[src/rtl/lc3_pkg.sv]
// Shared types and encodings for the LC-3 control unit.
package lc3_pkg;

    // Controller states; StHalt is the reset state.
    typedef enum logic [4:0] {
        StHalt, St18, St33, St35, St32,
        St01, St05, St09,
        St00, St22, St12, St04, St21,
        St06, St07, St25, St27, St23, St16,
        StP1, StP2
    } state_t;

    // Opcodes, IR[15:12]
    localparam logic [3:0] OpBr    = 4'b0000;
    localparam logic [3:0] OpAdd   = 4'b0001;
    localparam logic [3:0] OpJsr   = 4'b0100;
    localparam logic [3:0] OpAnd   = 4'b0101;
    localparam logic [3:0] OpLdr   = 4'b0110;
    localparam logic [3:0] OpStr   = 4'b0111;
    localparam logic [3:0] OpNot   = 4'b1001;
    localparam logic [3:0] OpJmp   = 4'b1100;
    localparam logic [3:0] OpPause = 4'b1101;

    // PCMUX selects
    localparam logic [1:0] PcmuxInc   = 2'b00;
    localparam logic [1:0] PcmuxBus   = 2'b01;
    localparam logic [1:0] PcmuxAdder = 2'b10;

    // ADDR2MUX selects
    localparam logic [1:0] Addr2Zero  = 2'b00;
    localparam logic [1:0] Addr2Off6  = 2'b01;
    localparam logic [1:0] Addr2Off9  = 2'b10;
    localparam logic [1:0] Addr2Off11 = 2'b11;

    // ALU functions
    localparam logic [1:0] AlukAdd   = 2'b00;
    localparam logic [1:0] AlukAnd   = 2'b01;
    localparam logic [1:0] AlukNot   = 2'b10;
    localparam logic [1:0] AlukPassA = 2'b11;

endpackage

[src/rtl/lc3_control_unit.sv]
// Moore sequencer for the LC-3 datapath: fetch, decode and execute of a
// reduced instruction set. Only LD_MDR during memory reads follows Mem_Ack.
module lc3_control_unit
    import lc3_pkg::*;
(
    input  logic       Clk,
    input  logic       Reset,
    input  logic       Run,
    input  logic       Continue,
    input  logic [3:0] Opcode,
    input  logic       IR_5,
    input  logic       BEN,
    input  logic       Mem_Ack,
    output logic       LD_MAR,
    output logic       LD_MDR,
    output logic       LD_IR,
    output logic       LD_BEN,
    output logic       LD_CC,
    output logic       LD_REG,
    output logic       LD_PC,
    output logic       LD_LED,
    output logic       GatePC,
    output logic       GateMDR,
    output logic       GateALU,
    output logic       GateMARMUX,
    output logic [1:0] PCMUX,
    output logic       DRMUX,
    output logic       SR1MUX,
    output logic       SR2MUX,
    output logic       ADDR1MUX,
    output logic [1:0] ADDR2MUX,
    output logic [1:0] ALUK,
    output logic       Mem_CE,
    output logic       Mem_WE
);

    state_t state_q, state_d;

    // State register, asynchronously forced to HALT.
    always_ff @(posedge Clk or negedge Reset) begin
        if (!Reset) begin
            state_q <= StHalt;
        end else begin
            state_q <= state_d;
        end
    end

    // Next-state and output decode; everything defaults low.
    always_comb begin
        state_d    = state_q;
        LD_MAR     = 1'b0;
        LD_MDR     = 1'b0;
        LD_IR      = 1'b0;
        LD_BEN     = 1'b0;
        LD_CC      = 1'b0;
        LD_REG     = 1'b0;
        LD_PC      = 1'b0;
        LD_LED     = 1'b0;
        GatePC     = 1'b0;
        GateMDR    = 1'b0;
        GateALU    = 1'b0;
        GateMARMUX = 1'b0;
        PCMUX      = PcmuxInc;
        DRMUX      = 1'b0;
        SR1MUX     = 1'b0;
        SR2MUX     = 1'b0;
        ADDR1MUX   = 1'b0;
        ADDR2MUX   = Addr2Zero;
        ALUK       = AlukAdd;
        Mem_CE     = 1'b0;
        Mem_WE     = 1'b0;

        case (state_q)
            StHalt: begin
                if (Run) state_d = St18;
            end
            St18: begin
                GatePC  = 1'b1;
                LD_MAR  = 1'b1;
                PCMUX   = PcmuxInc;
                LD_PC   = 1'b1;
                state_d = St33;
            end
            St33, St25: begin
                Mem_CE = 1'b1;
                if (Mem_Ack) begin
                    LD_MDR  = 1'b1;
                    state_d = (state_q == St33) ? St35 : St27;
                end
            end
            St35: begin
                GateMDR = 1'b1;
                LD_IR   = 1'b1;
                state_d = St32;
            end
            St32: begin
                LD_BEN = 1'b1;
                case (Opcode)
                    OpAdd:   state_d = St01;
                    OpAnd:   state_d = St05;
                    OpNot:   state_d = St09;
                    OpBr:    state_d = St00;
                    OpJmp:   state_d = St12;
                    OpJsr:   state_d = St04;
                    OpLdr:   state_d = St06;
                    OpStr:   state_d = St07;
                    OpPause: state_d = StP1;
                    default: state_d = St18;
                endcase
            end
            St01, St05, St09: begin
                SR1MUX  = 1'b1;
                SR2MUX  = IR_5;
                ALUK    = (state_q == St01) ? AlukAdd :
                          (state_q == St05) ? AlukAnd : AlukNot;
                GateALU = 1'b1;
                LD_REG  = 1'b1;
                LD_CC   = 1'b1;
                state_d = St18;
            end
            St00: begin
                state_d = BEN ? St22 : St18;
            end
            St22: begin
                ADDR1MUX = 1'b0;
                ADDR2MUX = Addr2Off9;
                PCMUX    = PcmuxAdder;
                LD_PC    = 1'b1;
                state_d  = St18;
            end
            St12: begin
                SR1MUX   = 1'b1;
                ADDR1MUX = 1'b1;
                ADDR2MUX = Addr2Zero;
                PCMUX    = PcmuxAdder;
                LD_PC    = 1'b1;
                state_d  = St18;
            end
            St04: begin
                DRMUX   = 1'b1;
                GatePC  = 1'b1;
                LD_REG  = 1'b1;
                state_d = St21;
            end
            St21: begin
                ADDR1MUX = 1'b0;
                ADDR2MUX = Addr2Off11;
                PCMUX    = PcmuxAdder;
                LD_PC    = 1'b1;
                state_d  = St18;
            end
            St06, St07: begin
                SR1MUX     = 1'b1;
                ADDR1MUX   = 1'b1;
                ADDR2MUX   = Addr2Off6;
                GateMARMUX = 1'b1;
                LD_MAR     = 1'b1;
                state_d    = (state_q == St06) ? St25 : St23;
            end
            St27: begin
                GateMDR = 1'b1;
                LD_REG  = 1'b1;
                LD_CC   = 1'b1;
                state_d = St18;
            end
            St23: begin
                SR1MUX  = 1'b0;
                ALUK    = AlukPassA;
                GateALU = 1'b1;
                LD_MDR  = 1'b1;
                state_d = St16;
            end
            St16: begin
                Mem_CE = 1'b1;
                Mem_WE = 1'b1;
                if (Mem_Ack) state_d = St18;
            end
            StP1: begin
                LD_LED = 1'b1;
                if (Continue) state_d = StP2;
            end
            StP2: begin
                if (!Continue) state_d = St18;
            end
            default: begin
                state_d = StHalt;
            end
        endcase
    end

endmodule

[config.mk]
export PLATFORM = sky130hd
export DESIGN_NAME = lc3_control_unit
export DESIGN_NICKNAME = d
export VERILOG_FILES = /design/src/rtl/lc3_pkg.sv /design/src/rtl/lc3_control_unit.sv
export SDC_FILE = /design/constraint.sdc
export NUM_CORES = 1
export LEC_CHECK = 0
export ABC_AREA = 0
export BUFFER_PORTS_ARGS = -buffer_cell sky130_fd_sc_hd__buf_2
export CAP_MARGIN = 40
export CORE_MARGIN = 5
export CORE_UTILIZATION = 38
export DETAILED_ROUTE_END_ITERATION = 16
export SLEW_MARGIN = 10
export SYNTH_ARGS = -nofsm -noshare
export SYNTH_HDL_FRONTEND = slang
export SYNTH_SLANG_ARGS = --single-unit
[constraint.sdc]
create_clock -name Clk -period 1.9 [get_ports Clk]
set_input_delay 0.38 -clock Clk [delete_from_list [all_inputs] [get_ports Clk]]
set_output_delay 0.38 -clock Clk [all_outputs]
set_load 0.005 [all_outputs]
### Word-level counts from Yosys, hierarchy flattened

Memory sizes are Yosys's and may differ from the RTL's.
Cells that the tools add are included.

* bits in read-only memories: 80
* flip-flop bits (word level): 5
* memories: 1
* logic and storage cells: 77
* output and inout bits: 24
* bits of input ports: 11

* eq/ne operators: 25
* mux-type cells: 33
* reduce and logical (&&, ||, !) cells: 17

Memories
* (no name shown): depth 16, bits a word 5, read ports 1, clocked after Yosys merged registers in 0, wr ports 0, RTL line lc3_control_unit.sv:98 `case (Opcode)`

Operators by type and width (number)
* $pmux 5 s13: 1
* $eq 5x4->1 const B: 8
* $mux 5: 7
* $eq 5x5->1 const B: 5
* $eq 5x3->1 const B: 4
* $mux 1: 18
* $reduce_or 3->1: 5
* $reduce_or 4->1: 3
* $eq 5x2->1 const B: 2
* $ne 2x2->1 const B: 5
* $reduce_or 2->1: 4
* $reduce_or 7->1: 1
* $mux 2: 3
* $pmux 2 s3: 1
* $reduce_or 6->1: 1
* $eq 5x1->1 const B: 1
* $logic_not 5->1: 1
* $reduce_and 5->1: 1
* $reduce_or 5->1: 1
* $mux 4: 1
* $pmux 2 s2: 1
* $pmux 1 s2: 1

### Longest topological paths before layout

* word-level depth: 4
* depth in mapped cells: 7
* mapped depth without buffers: 5

### Worst setup path before layout

Ideal clock, no wire load.

* kind: register -> output
* start: register state_q[3]
* end: output LD_PC
* path buffers: 2
* cell stages (with the launch flop): 7
* setup slack: 0.233 ns
* data required time: 1.520 ns
* arrival: 1.287 ns
* path through: dfrtp_1 -> buf_2 -> buf_1 -> nand2_1 -> a21oi_1 -> a31oi_1 -> nor2_1

* longest elaborated chain between the ends: 3
* elaborated cells on any way between the ends: 6
* classes of those cells: eq/ne (4); mux (1); reduce/logical (1)

Ends and longest elaborated chain
* start: declaration: RTL line lc3_control_unit.sv:37 `state_t state_q, state_d;`
* start signal: assignment: RTL line lc3_control_unit.sv:42 `state_q <= StHalt;`
* start signal: assignment: RTL line lc3_control_unit.sv:44 `state_q <= state_d;`
* $eq 5x4->1 / $eq 5x1->1 (equally long branches): RTL line lc3_control_unit.sv:73 `case (state_q)`
* $reduce_or 4->1 (no line) (*)
* $mux 1 (*): RTL line lc3_control_unit.sv:73
* end: declaration: RTL line lc3_control_unit.sv:20 `output logic LD_PC,`

Mark *: on every way between the ends. The rest lies on a longest branch, timed or not.

### Worst setup path after layout

* start: register state_q[0]
* end: output LD_REG

* longest elaborated chain between the ends: 3
* elaborated cells on any way between the ends: 7
* classes of those cells: eq/ne (5); mux (1); reduce/logical (1)

Ends and longest elaborated chain
* $eq 5x3->1 (tied with other cells): RTL line lc3_control_unit.sv:73
* $reduce_or 5->1 (no line) (*)
* $mux 1 (*): RTL line lc3_control_unit.sv:73
* end: declaration: RTL line lc3_control_unit.sv:19 `output logic LD_REG,`

Marked as above.

==> reports/qor.csv <==
stage,metric,value,unit
drt,viasPerCell,5.66,
placed_design,placed_area,0.00116,mm^2
die,die-area,0.00342,mm^2
yosys,synth_edf_count,0,
power_and_ir_drop,power_switching,965,uW
drt,m1WireLength,1.22,mm
clock_network,cts_tree,built,
setup_path,r2r_end,state_q[0],
yosys,syn_area,895,um^2
final_layout,drive_gt1_frac,0.476,
timing,rsz0062_at_grt,true,
timing,fin_crit,1.85,ns
power_and_ir_drop,swShare,0.499,
clock_network,numCtsBuffers,3,
power_and_ir_drop,ir_worst_vdd,0.000603,V
drt,drcViolationCount,0,
yosys,ys_async_sr_fraction,1.00,
final_layout,syn2layout_area_growth,43.6,%
placed_design,io_buffers,33,
setup_path,r2r_slack,0.17,ns
global_routing,grt_pass1_wl,4.77,mm
power_and_ir_drop,p_leak,0.000596,uW
final_layout,nets,197,
timing,skew,0.00227,ns
clock_network,clockBufferDepth,2,
clock_network,root_buffer,clkbuf_4,
setup_path,r2r_cells,6,
clock_network,cts.sinks,5,
drt,ant_nets,0,
clock_network,clk_latency,0.25,ns
yosys,yosys.cell_types.count,46,
final_layout,design_area,0.00128,mm^2
power_and_ir_drop,total_power,1930,uW
final_layout,reg_top3,state_q: 5 flops,
timing,final.period_utilization,0.975,
setup_path,cp-start-kind,flop,
yosys,yosysWarnings,0,
drt,wl_per_cell,14.1,um
die,coreArea,0.00223,mm^2
placed_design,gp_congestion,0.869,
timing,finalSetupViolCount,0,
yosys,ys_seq_area_frac,0.140,
setup_path,crit_fanout,5,
timing,fmax,540,MHz
power_and_ir_drop,internal_power,967,uW
power_and_ir_drop,pwr_density_cell,1500,mW/mm^2
power_and_ir_drop,clkPwrFrac,0.064,
setup_path,crit_type,flop to output port,
drt,routed_wl,3.01,mm
setup_path,critical_path_arrival,1.47,ns
clock_network,clkTransAtPathRegs,0.05,ns
yosys,synth_nets,149,
die,initial_core_util,0.401,
worst_hold_path,hold_path_class,input port to asynchronous set/reset pin,
global_routing,grt_usage,0.173,
timing,hold_slack,0.483,ns
final_layout,largest_register_ffs,5,
timing,tns,0,ns
final_layout,fin_cells,213,
drt,vias,1205,
timing,finalMaxSlewViolations,0,
yosys,netlist_instances,138,
clock_network,h-tree-depth,1,
setup_path,r2r_start,state_q[2],
timing,hold_viol,0,
drt,first_pass_iters,4,
placed_design,dp_hpwl,2.30,mm
die,num_rows,17,
yosys,syn_area_per_cell,6.48,um^2
job,maxCapViolCount,0,
yosys,synth_flop_cell,dfrtp_1,
yosys,ys_seq_elements,5,
status,outcome,completed,
power_and_ir_drop,pwr-share-comb,0.821,
die,die_h,58.5,um
final_layout,n_antenna_cell,0,
global_routing,grt_overflow,0,
drt,highest_layer,met4,
die,die_w,58.5,um
die,io_pins,35,
final_layout,regMostFlops,state_q,
global_routing,grt_max_degree,16,
setup_path,cp.required,1.52,ns
setup_path,end_kind,output port,
drt,met3_length,124,um
power_and_ir_drop,power.share.sequential,0.115,
drt,drt_iter0_markers,27,
placed_design,placed_cells,205,
global_routing,grt_antenna_before_repair,0,
drt,route.met2.wl,1.61,mm
global_routing,grt_pass1_vias,1127,
-- timing repair --
action | CTS | global route
endpoints found under the hold margin | 5 | 0
pin swaps | 0 | 0
hold buffers | 1 | 0
setup endpoints to repair | 12 | 19
gates resized for setup | 4 | 17
gates cloned | 0 | 0
setup buffers | 0 | 3
-- layout make-up --
| type | count | area [um^2] |
|---|---|---|
| timing repair buffer | 55 | 338 |
| multi-input combinational | 115 | 732 |
| tap | 28 | 35.0 |
| sequential | 5 | 130 |
| clock inverter | 1 | 5.00 |
| fill | 214 | 948 |
| inverter | 6 | 22.5 |
| clock buffer | 3 | 22.5 |
-- worst max-delay path by stage --
stage / slack [ns] / depth (start not counted) / endpoint / from
after floorplan: 0.23 / 6 / LD_PC / state_q[3]
after global placement: 0.15 / 5 / state_q[0] / state_q[3]
after detailed placement: 0.16 / 5 / state_q[0] / state_q[3]
after CTS: 0.007 / 5 / Mem_CE / state_q[2]
after global routing: -0.04 / 5 / Mem_CE / state_q[2]
final: 0.05 / 5 / LD_REG / state_q[0]
-- kinds of logic (layout without fill, tap and decap cells) --
group | after synthesis | in the layout | share of synthesized area
AO/OA/AOI/OAI | 47 | 47 | 0.365
XOR/XNOR | 1 | 1 | 0.00979
buffers and inverters | 18 | 65 | 0.0993
flip-flops | 5 | 5 | 0.140
other | 1 | 1 | 0.00419
AND/OR/NAND/NOR | 66 | 66 | 0.382
-- layout by cell type (no fill, tap or decap), types with 3 or more instances in the layout --
master and instances:
a21oi_1 15, a21oi_2 4, and3_1 3, buf_2 34, buf_4 18, clkbuf_4 3
dfrtp_2 4, inv_1 4, nand2_1 24, nor2_1 9, nor3_1 5, o211ai_1 3
o21ai_0 6
-- stage by stage --
stage	utilization	worst slack [ns]
after floorplan	-	0.233
final	0.575	0.0482
after CTS	0.541	0.00710
after global placement	0.521	0.151
after detailed placement	0.521	0.161
after global routing	0.575	-0.0358
-- routing by layer --
layer,GRT usage,vias up
met5,0,-
met4,0.0762,0
met3,0.0132,9
met2,0.308,35
met1,0.211,569
li1,-,592
-- synthesized netlist by cell type (2+ instances only) --
cell type   n  area (um^2)
nor3_1      6         30.0
o2111ai_1   2         17.5
a31oi_1     2         12.5
buf_1       3         11.3
nor2_1     12         45.0
nor2b_1     3         18.8
o22ai_1     2         12.5
buf_2       5         25.0
nand2b_1    2         12.5
o211ai_1    3         22.5
a21oi_2     3         26.3
and3_1      3         18.8
or2_1       2         12.5
nor4bb_1    3         30.0
inv_1       5         18.8
o21ai_1     2         10.0
nand2_1    25         93.8
buf_4       2         15.0
dfrtp_1     5          125
o21ai_0     6         30.0
a21oi_1    16         80.1
a211oi_1    2         15.0
-- critical path, cell delays in order, from the launching register on --
cell and delay, ns:
dfrtp_2 0.44, or2_4 0.30, nand2_2 0.09, a21oi_1 0.07
or2_1 0.19, buf_2 0.12
-- power by group through the flow --
stage / logic [uW] / clock network, uW / registers, uW
after floorplan: 990 / 0 / 168
after global placement: 1430 / 0 / 220
after detailed placement: 1430 / 0 / 222
after CTS: 1450 / 127 / 224
after global routing: 1740 / 133 / 229
final: 1590 / 124 / 222
Note: power is estimated with default switching activity, not from simulation.
